## src/rtl/ahb_imem_responder.sv

```systemverilog
// AHB3-Lite instruction-fetch responder: returns a supplied word after programmable wait
// states, rejects illegal fetches with a two-cycle ERROR, and emits a fetch log with counters.
module ahb_imem_responder #(
  parameter logic [31:0] ADDR_BASE  = 32'h0000_0000,
  parameter logic [31:0] ADDR_SIZE  = 32'h0001_0000,
  parameter int unsigned MAX_WAIT   = 15,
  parameter logic [31:0] RESET_INSN = 32'h0000_0013
) (
  input  logic        HCLK,
  input  logic        HRESET,
  input  logic        HSEL,
  input  logic [31:0] HADDR,
  input  logic        HWRITE,
  input  logic [2:0]  HSIZE,
  input  logic [2:0]  HBURST,
  input  logic [3:0]  HPROT,
  input  logic [1:0]  HTRANS,
  input  logic        HREADY,
  output logic [31:0] HRDATA,
  output logic        HREADYOUT,
  output logic        HRESP,
  input  logic [31:0] insn_i,
  input  logic [3:0]  wait_i,
  output logic        fetch_valid_o,
  output logic [31:0] fetch_addr_o,
  output logic [31:0] fetch_data_o,
  output logic [31:0] fetch_cnt_o,
  output logic [15:0] err_cnt_o
);

  typedef enum logic [2:0] {
    ST_IDLE,
    ST_WAIT,
    ST_DONE,
    ST_ERR1,
    ST_ERR2
  } state_t;

  localparam logic [3:0]  MAX_WAIT_C = 4'(MAX_WAIT);
  localparam logic [32:0] WIN_LO     = {1'b0, ADDR_BASE};
  localparam logic [32:0] WIN_HI     = {1'b0, ADDR_BASE} + {1'b0, ADDR_SIZE};

  state_t      state_reg, state_next;
  logic [3:0]  cnt_reg, cnt_next;
  logic [31:0] addr_reg, addr_next;
  logic [31:0] hrdata_reg, hrdata_next;
  logic [31:0] fetch_addr_reg, fetch_addr_next;
  logic [31:0] fetch_cnt_reg, fetch_cnt_next;
  logic [15:0] err_cnt_reg, err_cnt_next;

  logic        accept;
  logic        illegal;
  logic        misaligned;
  logic        out_of_window;
  logic [32:0] haddr_ext;
  logic [3:0]  wait_clamped;

  // Burst type and protection carry no meaning for an instruction memory.
  logic unused_inputs;
  assign unused_inputs = ^{HBURST, HPROT};

  assign accept        = HSEL & HREADY & HTRANS[1];
  assign haddr_ext     = {1'b0, HADDR};
  assign out_of_window = (haddr_ext < WIN_LO) || (haddr_ext >= WIN_HI);
  assign misaligned    = ((HSIZE == 3'd1) && HADDR[0]) ||
                         ((HSIZE == 3'd2) && (HADDR[1:0] != 2'b00));
  assign illegal       = HWRITE || (HSIZE > 3'd2) || misaligned || out_of_window;
  assign wait_clamped  = (wait_i > MAX_WAIT_C) ? MAX_WAIT_C : wait_i;

  always_comb begin
    state_next      = state_reg;
    cnt_next        = cnt_reg;
    addr_next       = addr_reg;
    hrdata_next     = hrdata_reg;
    fetch_addr_next = fetch_addr_reg;
    case (state_reg)
      ST_IDLE, ST_DONE, ST_ERR2: begin
        state_next = ST_IDLE;
        if (accept) begin
          addr_next = HADDR;
          if (illegal) begin
            state_next = ST_ERR1;
          end else if (wait_i == 4'd0) begin
            hrdata_next     = insn_i;
            fetch_addr_next = HADDR;
            state_next      = ST_DONE;
          end else begin
            cnt_next   = wait_clamped;
            state_next = ST_WAIT;
          end
        end
      end
      ST_WAIT: begin
        if (cnt_reg > 4'd1) begin
          cnt_next = cnt_reg - 4'd1;
        end else begin
          hrdata_next     = insn_i;
          fetch_addr_next = addr_reg;
          state_next      = ST_DONE;
        end
      end
      ST_ERR1: state_next = ST_ERR2;
      default: state_next = ST_IDLE;
    endcase
  end

  // DONE and ERR1 are only ever entered once per completion/rejection, so counting entries is exact.
  always_comb begin
    fetch_cnt_next = fetch_cnt_reg;
    err_cnt_next   = err_cnt_reg;
    if ((state_next == ST_DONE) && (fetch_cnt_reg != 32'hFFFF_FFFF)) begin
      fetch_cnt_next = fetch_cnt_reg + 32'd1;
    end
    if ((state_next == ST_ERR1) && (err_cnt_reg != 16'hFFFF)) begin
      err_cnt_next = err_cnt_reg + 16'd1;
    end
  end

  always_ff @(posedge HCLK) begin
    if (HRESET) begin
      state_reg      <= ST_IDLE;
      cnt_reg        <= 4'd0;
      addr_reg       <= 32'd0;
      hrdata_reg     <= RESET_INSN;
      fetch_addr_reg <= 32'd0;
      fetch_cnt_reg  <= 32'd0;
      err_cnt_reg    <= 16'd0;
    end else begin
      state_reg      <= state_next;
      cnt_reg        <= cnt_next;
      addr_reg       <= addr_next;
      hrdata_reg     <= hrdata_next;
      fetch_addr_reg <= fetch_addr_next;
      fetch_cnt_reg  <= fetch_cnt_next;
      err_cnt_reg    <= err_cnt_next;
    end
  end

  assign HREADYOUT     = !((state_reg == ST_WAIT) || (state_reg == ST_ERR1));
  assign HRESP         = (state_reg == ST_ERR1) || (state_reg == ST_ERR2);
  assign HRDATA        = hrdata_reg;
  assign fetch_valid_o = (state_reg == ST_DONE);
  assign fetch_addr_o  = fetch_addr_reg;
  assign fetch_data_o  = hrdata_reg;
  assign fetch_cnt_o   = fetch_cnt_reg;
  assign err_cnt_o     = err_cnt_reg;

endmodule

```

## config.mk

```make
export PLATFORM = sky130hd
export DESIGN_NAME = ahb_imem_responder
export DESIGN_NICKNAME = d
export VERILOG_FILES = /design/src/rtl/ahb_imem_responder.sv
export SDC_FILE = /design/constraint.sdc
export NUM_CORES = 1
export LEC_CHECK = 0
export CAP_MARGIN = 20
export CORE_ASPECT_RATIO = 0.5
export CORE_MARGIN = 8
export CORE_UTILIZATION = 30
export CTS_BUF_LIST = sky130_fd_sc_hd__clkbuf_8
export DETAILED_ROUTE_END_ITERATION = 16
export PLACE_DENSITY_LB_ADDON = 0.25
export SLEW_MARGIN = 20
export SYNTH_ARGS = -nofsm -noshare
export SYNTH_HDL_FRONTEND = slang
export SYNTH_SLANG_ARGS = --single-unit
```

## constraint.sdc

```tcl
create_clock -name HCLK -period 3.04 [get_ports HCLK]
set_clock_uncertainty 0.05 [all_clocks]
set_input_delay 0.608 -clock HCLK [delete_from_list [all_inputs] [get_ports HCLK]]
set_output_delay 0.608 -clock HCLK [all_outputs]
set_load 0.05 [all_outputs]
```

==> results of run 1 <==
-- cells in the final DEF (no fill, tap or decap), types with 12 or more instances in the layout --
cell type / n
a21oi_1: 101
or3_1: 18
nor2_1: 57
o21ai_0: 24
o31ai_1: 14
dfxtp_1: 151
nand2_1: 227
a311oi_1: 33
buf_4: 34
or4_1: 12
nor2b_1: 12
nand3_1: 20
clkdlybuf4s50_1: 222
clkbuf_8: 17
-- kinds of logic after synthesis --
group	Yosys count	synth area share, %
flip-flops	151	44.7
XOR/XNOR	4	0.518
AND/OR/NAND/NOR	408	27.8
buffers and inverters	92	7.14
adder cells (fa/ha/maj)	4	0.740
multiplexers	14	2.28
AO/OA/AOI/OAI	185	16.8
-- worst min path at each step --
stage | start | to | slack (ps) | depth (start not counted)
floorplan | addr_reg[0]$_SDFFE_PP0P_ | addr_reg[0]$_SDFFE_PP0P_ | 390 | 2
global placement | addr_reg[5]$_SDFFE_PP0P_ | addr_reg[5]$_SDFFE_PP0P_ | 390 | 2
detailed placement | addr_reg[13]$_SDFFE_PP0P_ | addr_reg[13]$_SDFFE_PP0P_ | 400 | 2
CTS | addr_reg[5]$_SDFFE_PP0P_ | addr_reg[5]$_SDFFE_PP0P_ | 410 | 2
global route | addr_reg[19]$_SDFFE_PP0P_ | addr_reg[19]$_SDFFE_PP0P_ | 430 | 2
finish | addr_reg[10]$_SDFFE_PP0P_ | addr_reg[10]$_SDFFE_PP0P_ | 410 | 2
-- stage by stage --
stage	utilization (%)	setup slack, ps	setup TNS, ps	instances
floorplan	-	268	0	858
global placement	42.3	-132	-2730	1333
detailed placement	42.3	-134	-2610	1333
CTS	44.2	179	0	1365
global route	44.2	140	0	1365
finish	44.2	267	0	1365
-- synth_stat cells (2+ instances only) --
master | instances | area [µm²]
clkbuf_1 | 41 | 154
nor3_1 | 5 | 25.0
a211oi_1 | 2 | 15.0
nor2b_1 | 12 | 75.1
nor2_1 | 59 | 221
mux2_2 | 7 | 78.8
and2_1 | 8 | 50.1
mux2_1 | 4 | 45.0
o21ai_0 | 24 | 120
and3_1 | 6 | 37.5
inv_1 | 7 | 26.3
and4_1 | 8 | 70.1
buf_4 | 33 | 248
nor4_1 | 9 | 56.3
a21o_1 | 3 | 22.5
ha_1 | 4 | 50.1
nand3b_1 | 3 | 22.5
mux2i_1 | 3 | 30.0
buf_2 | 11 | 55.1
nand4_1 | 9 | 56.3
o31ai_1 | 14 | 105
nor4b_1 | 2 | 17.5
or4_1 | 12 | 90.1
nand2_1 | 227 | 852
xor2_1 | 3 | 26.3
a311oi_1 | 33 | 289
nand3_1 | 20 | 100
a21oi_1 | 101 | 505
dfxtp_1 | 151 | 3020
or3_1 | 18 | 113
-- power breakdown --
part | leakage [nW] | internal [mW] | switching (mW)
Combinational | 1.83 | 0.152 | 0.173
Clock | 0.193 | 0.748 | 0.861
Sequential | 1.22 | 2.00 | 0.0138
Total | 3.25 | 2.90 | 1.05
-- worst reg2reg max path: cells and delay by family, from the launching register on --
| family | cells | cell delay, ps |
|---|---|---|
| AO/OA/AOI/OAI | 2 | 370 |
| buffers and inverters | 1 | 240 |
| flip-flops | 1 | 440 |
| AND/OR/NAND/NOR | 4 | 1510 |
-- cell type report --
type	instances	area (µm²)	area share, %
tap	300	375	3.89
clock buffer	17	234	2.42
inverter	7	26.3	0.272
multi-input combinational	615	3270	33.9
clock inverter	15	170	1.76
sequential	151	3020	31.3
timing repair buffer	260	2560	26.5
-- per-layer routing --
layer  wire length, µm  vias to the layer above
met5                 0                        -
met4               412                        0
met3               774                       26
met2             10400                      127
met1              9300                     3139
li1                  -                     3341
==> impl_metrics.toml, run 1 <==
[worst_setup_path]
worstSetupEndpointType = "primary output"
crit_type = "flop to primary output"
path_max_fanout = 7
cp.arrival_ps = 2120
max_stage_delay_ps = 870
setup.worst_path.start = "state_reg[1]$_SDFF_PP0_"
crit_buf_inv = 2
r2r_slack_ps = 380
r2r_cells = 7
crit_cells = 3
worstPathRequired_ps = 2380
crit_path_end = "fetch_valid_o"
path_cells = "inv_1 -> nor3_1 -> clkdlybuf4s50_1"
r2r_start = "state_reg[0]$_SDFF_PP0_"
cpMaxStageDelayCell = "clkdlybuf4s50_1"
r2r-end = "fetch_cnt_o[5]$_SDFFE_PP0P_"
startpoint_type = "flop"
path_delay_family = "buffers and inverters"

[detailed_routing]
vias = 6633
drt_iter0_drc = 365
drtAntennaViolNets = 0
post_drt_wl_per_cell_um = 15.3
drtPass1Iterations = 4
wl_um = 20900
vias_per_cell = 4.86
drc = 0

[cells_and_area]
areaGrowthSynthToFinish_pct = 42.9
nets = 1141
drive_gt1_share_pct = 8.17
fin_area_mm2 = 0.00966
n_fill_cell = 2212
diodes = 0

[clocking]
cts_made_buffers = 17
clockBufferDepth = 2
cts_tree = "yes"
clockRootBuffer = "clkbuf_8"
ctsResizeCount = 0
htreeDepth = 4
postCtsHoldBufs = 0
path_clk_slew_ps = 90
cts.sinks = 151
cts_setup_buffers = 0
clock_latency_ps = 470

[grt]
grt_max_degree = 77
gr-usage-met2_pct = 25.6
grt_busiest_layer = "met2"
grtUsageMet3_pct = 3.62
grt_pass1_wl_um = 33800
overflow = 0
grtUsageMet1_pct = 17.8
grt_pass1_vias = 6344
antenna_found_initial = 0
grtUsageTotal_pct = 14.7

[synth]
synthArstFlopShare_pct = 0
ys_seq_elements = 151
synth.distinct_cells = 49
synth-edff-count = 0
avgSynthCellArea_um2 = 7.88
synthCells = 858
synthFlopType = "dfxtp_1"
yosysSeqAreaShare_pct = 44.7
synth_warnings = 0
netlist_area_mm2 = 0.00676
synth_nets = 947

[worst_hold_path]
hold_path.class = "flop to flop"

[sta]
fmax_mhz = 361
drv_slew = 0
timing.hold.ws_ps = 407
setup_viol = 0
rsz0062_at_grt = "false"
min_period_ps = 2770
max-slew-margin-rel_pct = 58.0
hold_viol_final = 0
tightest_slew_ps = 628
fin_crit_sh_pct = 91.2

[pwr]
p_per_area_mw_per_mm2 = 409
max-vdd-ir-drop_uv = 252
power_mw = 3.95
power.static_leakage_nw = 3.25

[floorplan]
die_h_um = 122
core_area_mm2 = 0.0219
initial_core_util_pct = 30.9
std_cell_rows = 38
io_pins = 232
die_width_um = 228
dieArea_mm2 = 0.0279

[placed_design]
port_buffers = 223
place_area_mm2 = 0.00925
gp_congestion = 0.777
dp.final_hpwl_um = 15100

[job]
drv_cap = 0

[outcome]
status = "completed"
No activity file was read; power rests on OpenSTA's default activity.
==> inputs of run 2 (changes only) <==
Settings changed: CELL_PAD_IN_SITES_DETAIL_PLACEMENT from default to 0, CELL_PAD_IN_SITES_GLOBAL_PLACEMENT from default to 1.
Clock period 3.04 ns to 3.2 ns, I/O delays scaled along.
==> impl_metrics.toml, run 2 (synthesis results as in run 1) <==
[outcome]
status = "completed"

[detailed_routing]
drc = 0
drtPass1Iterations = 5
vias_per_cell = 4.89
wl_um = 22600
drt_iter0_drc = 377
vias = 6690
drtAntennaViolNets = 0
post_drt_wl_per_cell_um = 16.5

[sta]
fin_crit_sh_pct = 90.3
min_period_ps = 2890
max-slew-margin-rel_pct = 57.5
drv_slew = 0
setup_viol = 0
tightest_slew_ps = 638
fmax_mhz = 346
hold_viol_final = 0
rsz0062_at_grt = "false"
setup_tns_ps = 0

[placed_design]
gp_congestion = 0.764
port_buffers = 223
dp.final_hpwl_um = 16000
dp_cells = 1336

[pwr]
power_mw = 3.88
p_per_area_mw_per_mm2 = 399
max-vdd-ir-drop_uv = 263
power.static_leakage_nw = 3.30

[clocking]
clockBufferDepth = 2
htreeDepth = 4
path_clk_slew_ps = 80
clock_latency_ps = 480
cts.sinks = 151
clockRootBuffer = "clkbuf_8"
cts_made_buffers = 17
cts_setup_buffers = 0
cts_tree = "yes"
ctsResizeCount = 0
postCtsHoldBufs = 0

[worst_setup_path]
path_max_fanout = 15
worstPathRequired_ps = 3560
r2r_cells = 7
crit_type = "input pin to flop"
cp.arrival_ps = 3250
startpoint_type = "input pin"
worstSetupEndpointType = "flop"

[cells_and_area]
drive_gt1_share_pct = 8.15
areaGrowthSynthToFinish_pct = 44.0
fin_cells = 1369
layout_common_cells = "nand2_1, clkdlybuf4s50_1, dfxtp_1"
layout_commonest_cell = "nand2_1"
nets = 1144

[grt]
grt_max_degree = 99
grt_pass1_wl_um = 35500
grtUsageTotal_pct = 15.7
grt_pass1_vias = 6374
overflow = 0
antenna_found_initial = 0

[floorplan]
io_pins = 232
die_h_um = 122
die_width_um = 228
dieArea_mm2 = 0.0279
std_cell_rows = 38
initial_core_util_pct = 30.9
core_area_mm2 = 0.0219

[worst_hold_path]
hold_path.class = "flop to flop"
hold_path_depth = 2

[job]
drv_cap = 0
==> run 2: cell types whose count changed in the layout (fill, tap and decap cells not counted), moves of 2 or more <==
cell       previous run  this run
bufinv_16             2         4
inv_6                 3         1
inv_1                 7        10
clkbuf_8             17        19
inv_8                 2         0
buf_4                34        36
==> run 2: final timing paths <==
path	startpoint	to	slack [ps]
setup / recovery	HADDR[16]	fetch_cnt_o[12]$_SDFFE_PP0P_	310
hold / removal	addr_reg[5]$_SDFFE_PP0P_	addr_reg[5]$_SDFFE_PP0P_	410
setup reg to reg	state_reg[0]$_SDFF_PP0_	fetch_cnt_o[12]$_SDFFE_PP0P_	440
hold reg to reg	addr_reg[5]$_SDFFE_PP0P_	addr_reg[5]$_SDFFE_PP0P_	410
==> run 2: per-stage QoR <==
stage | util [%] | worst slack [ps] | hold slack (ps) | area [µm²]
after detailed placement | 42.5 | -230 | 397 | 9290
after CTS | 44.5 | 277 | 409 | 9730
after global routing | 44.5 | 204 | 424 | 9730
final | 44.5 | 312 | 406 | 9730
after floorplan | - | 396 | 387 | 6760
after global placement | 42.5 | -227 | 392 | 9290
==> run 2: layer usage <==
layer / vias to the layer above / part of all wire [%] / track usage [%]
met5: - / 0 / 0
met4: 0 / 1.3 / 5.46
met3: 16 / 4.1 / 3.74
met2: 149 / 48 / 26.5
met1: 3183 / 46 / 19.8
li1: 3342 / - / -
==> run 2: layout make-up <==
class	count	area (µm²)
Antenna cell	1	2.50
Clock inverter	13	180
Inverter	7	26.3
Multi-Input combinational cell	615	3270
Timing Repair Buffer	263	2590
Fill cell	2207	12100
Sequential cell	151	3020
Clock buffer	19	262
Tap cell	300	375
==> run 2: worst max-delay path, cell delays in order <==
cell and delay, ps:
clkdlybuf4s50_1 450, nor4_1 460, buf_4 190, nand3_1 120, o21ai_1 210, buf_4 180
nand3_2 250, buf_4 270, or3_1 340, a21oi_1 140
==> run 2: report_power, final <==
part | switching, mW | total (mW) | internal (mW) | leakage [nW]
clock network | 0.771 | 1.66 | 0.886 | 0.222
logic | 0.168 | 0.315 | 0.147 | 1.86
registers | 0.0133 | 1.91 | 1.90 | 1.22
total | 0.952 | 3.88 | 2.93 | 3.30
==> inputs of run 3 (changes only) <==
Settings changed: DONT_BUFFER_PORTS from default to 1.
==> impl_metrics.toml, run 3 (synthesis results as in run 1) <==
[worst_setup_path]
worstPathRequired_ps = 3570
max_stage_delay_ps = 540
crit_type = "flop to flop"
cp.arrival_ps = 3220
startpoint_type = "flop"
crit_buf_inv = 1
path_max_fanout = 18
path_cells = "or3b_1 -> or4_4 -> a21oi_4 -> nand3_2 -> buf_4 -> or3_1 -> a21oi_1"
worstSetupEndpointType = "flop"
cpMaxStageDelayCell = "or4_4"
path_delay_family = "simple AND/OR/NAND/NOR gates"

[grt]
grt_pass1_vias = 5487
overflow = 0
grtUsageTotal_pct = 14.5
grt_max_degree = 164
grt_pass1_wl_um = 32000
antenna_found_initial = 0

[pwr]
switching_share_pct = 25.3
max-vdd-ir-drop_uv = 229
seqPwrFrac_pct = 52.4
p_clk_share_pct = 44.2
p_int_mw = 2.75
p_per_area_mw_per_mm2 = 499
switching_power_mw = 0.932
power_frac_comb_pct = 3.4
power.static_leakage_nw = 2.45

[cells_and_area]
n_fill_cell = 2344
layout_common_cells = "nand2_1, dfxtp_1, a21oi_1"
layout_commonest_cell = "nand2_1"
diodes = 0
drive_gt1_share_pct = 9.69
fin_area_mm2 = 0.00739
nets = 912
areaGrowthSynthToFinish_pct = 9.31

[clocking]
cts_tree = "yes"
path_clk_slew_ps = 90
cts_made_buffers = 17
cts.sinks = 151
cts_setup_buffers = 0
ctsResizeCount = 0
clockRootBuffer = "clkbuf_8"
clockBufferDepth = 2
clock_latency_ps = 480
postCtsHoldBufs = 0
htreeDepth = 4

[detailed_routing]
drc = 0
post_drt_wl_per_cell_um = 17.9
vias_per_cell = 5.08
drtPass1Iterations = 4
drt_iter0_drc = 449
wl_um = 20300
vias = 5769
drtAntennaViolNets = 0

[placed_design]
place_area_mm2 = 0.00695
gp_congestion = 0.785
dp.final_hpwl_um = 13900
port_buffers = 0

[floorplan]
io_pins = 232
initial_core_util_pct = 30.9
die_width_um = 228
die_h_um = 122
core_area_mm2 = 0.0219
std_cell_rows = 38
dieArea_mm2 = 0.0279

[sta]
drv_slew = 0
max-slew-margin-rel_pct = 28.9
hold_viol_final = 0
timing.hold.ws_ps = 183
setup_viol = 0
setup_tns_ps = 0
min_period_ps = 2850
rsz0062_at_grt = "false"
fin_crit_sh_pct = 89.2
tightest_slew_ps = 1070
fmax_mhz = 350

[job]
drv_cap = 0

[outcome]
status = "completed"

[worst_hold_path]
hold_path.class = "input pin to flop"
run 3: routing by layer:
| metal | up-vias | track usage [%] | share of wire [%] |
|---|---|---|---|
| met5 | - | 0 | 0 |
| met4 | 0 | 4.75 | 1.6 |
| met3 | 19 | 5.06 | 6.0 |
| met2 | 137 | 23.3 | 47 |
| met1 | 2722 | 18.2 | 45 |
| li1 | 2891 | - | - |
run 3: worst paths after layout:
path / start / to / slack [ps] / cells past startpoint
max reg2reg: state_reg[0]$_SDFF_PP0_ / fetch_cnt_o[12]$_SDFFE_PP0P_ / 350 / 7
min reg2reg: addr_reg[4]$_SDFFE_PP0P_ / addr_reg[4]$_SDFFE_PP0P_ / 410 / 2
min: HRESET / fetch_cnt_o[17]$_SDFFE_PP0P_ / 180 / 1
max: state_reg[0]$_SDFF_PP0_ / fetch_cnt_o[12]$_SDFFE_PP0P_ / 350 / 7
run 3: power groups by stage:
stage / registers (mW) / clock network [mW] / logic (mW)
after CTS: 1.93 / 1.70 / 0.127
final: 1.93 / 1.63 / 0.125
after floorplan: 1.97 / 0 / 0.128
after detailed placement: 1.98 / 0 / 0.128
after global placement: 1.98 / 0 / 0.126
after global routing: 1.93 / 1.77 / 0.144
run 3: layout make-up:
| cell class | count | area, µm² | area share, % |
|---|---|---|---|
| Clock buffer | 18 | 248 | 3.35 |
| Clock inverter | 14 | 188 | 2.54 |
| Inverter | 7 | 26.3 | 0.356 |
| Multi-Input combinational cell | 615 | 3270 | 44.3 |
| Sequential cell | 151 | 3020 | 40.9 |
| Tap cell | 300 | 375 | 5.08 |
| Timing Repair Buffer | 31 | 258 | 3.49 |
run 3: worst reg2reg max path, stage by stage, from the launching register on:
cell	delay, ps
dfxtp_1	480
or3b_1	400
or4_4	540
a21oi_4	250
nand3_2	300
buf_4	290
or3_1	350
a21oi_1	140
run 3: metrics by stage:
stage / util, % / worst slack [ps] / cells / total power [mW]
global placement: 31.8 / 64.6 / 1104 / 2.10
floorplan: - / 396 / 858 / 2.09
global route: 33.8 / 152 / 1136 / 3.85
finish: 33.8 / 346 / 1136 / 3.69
CTS: 33.8 / 333 / 1136 / 3.76
detailed placement: 31.8 / 100 / 1104 / 2.10
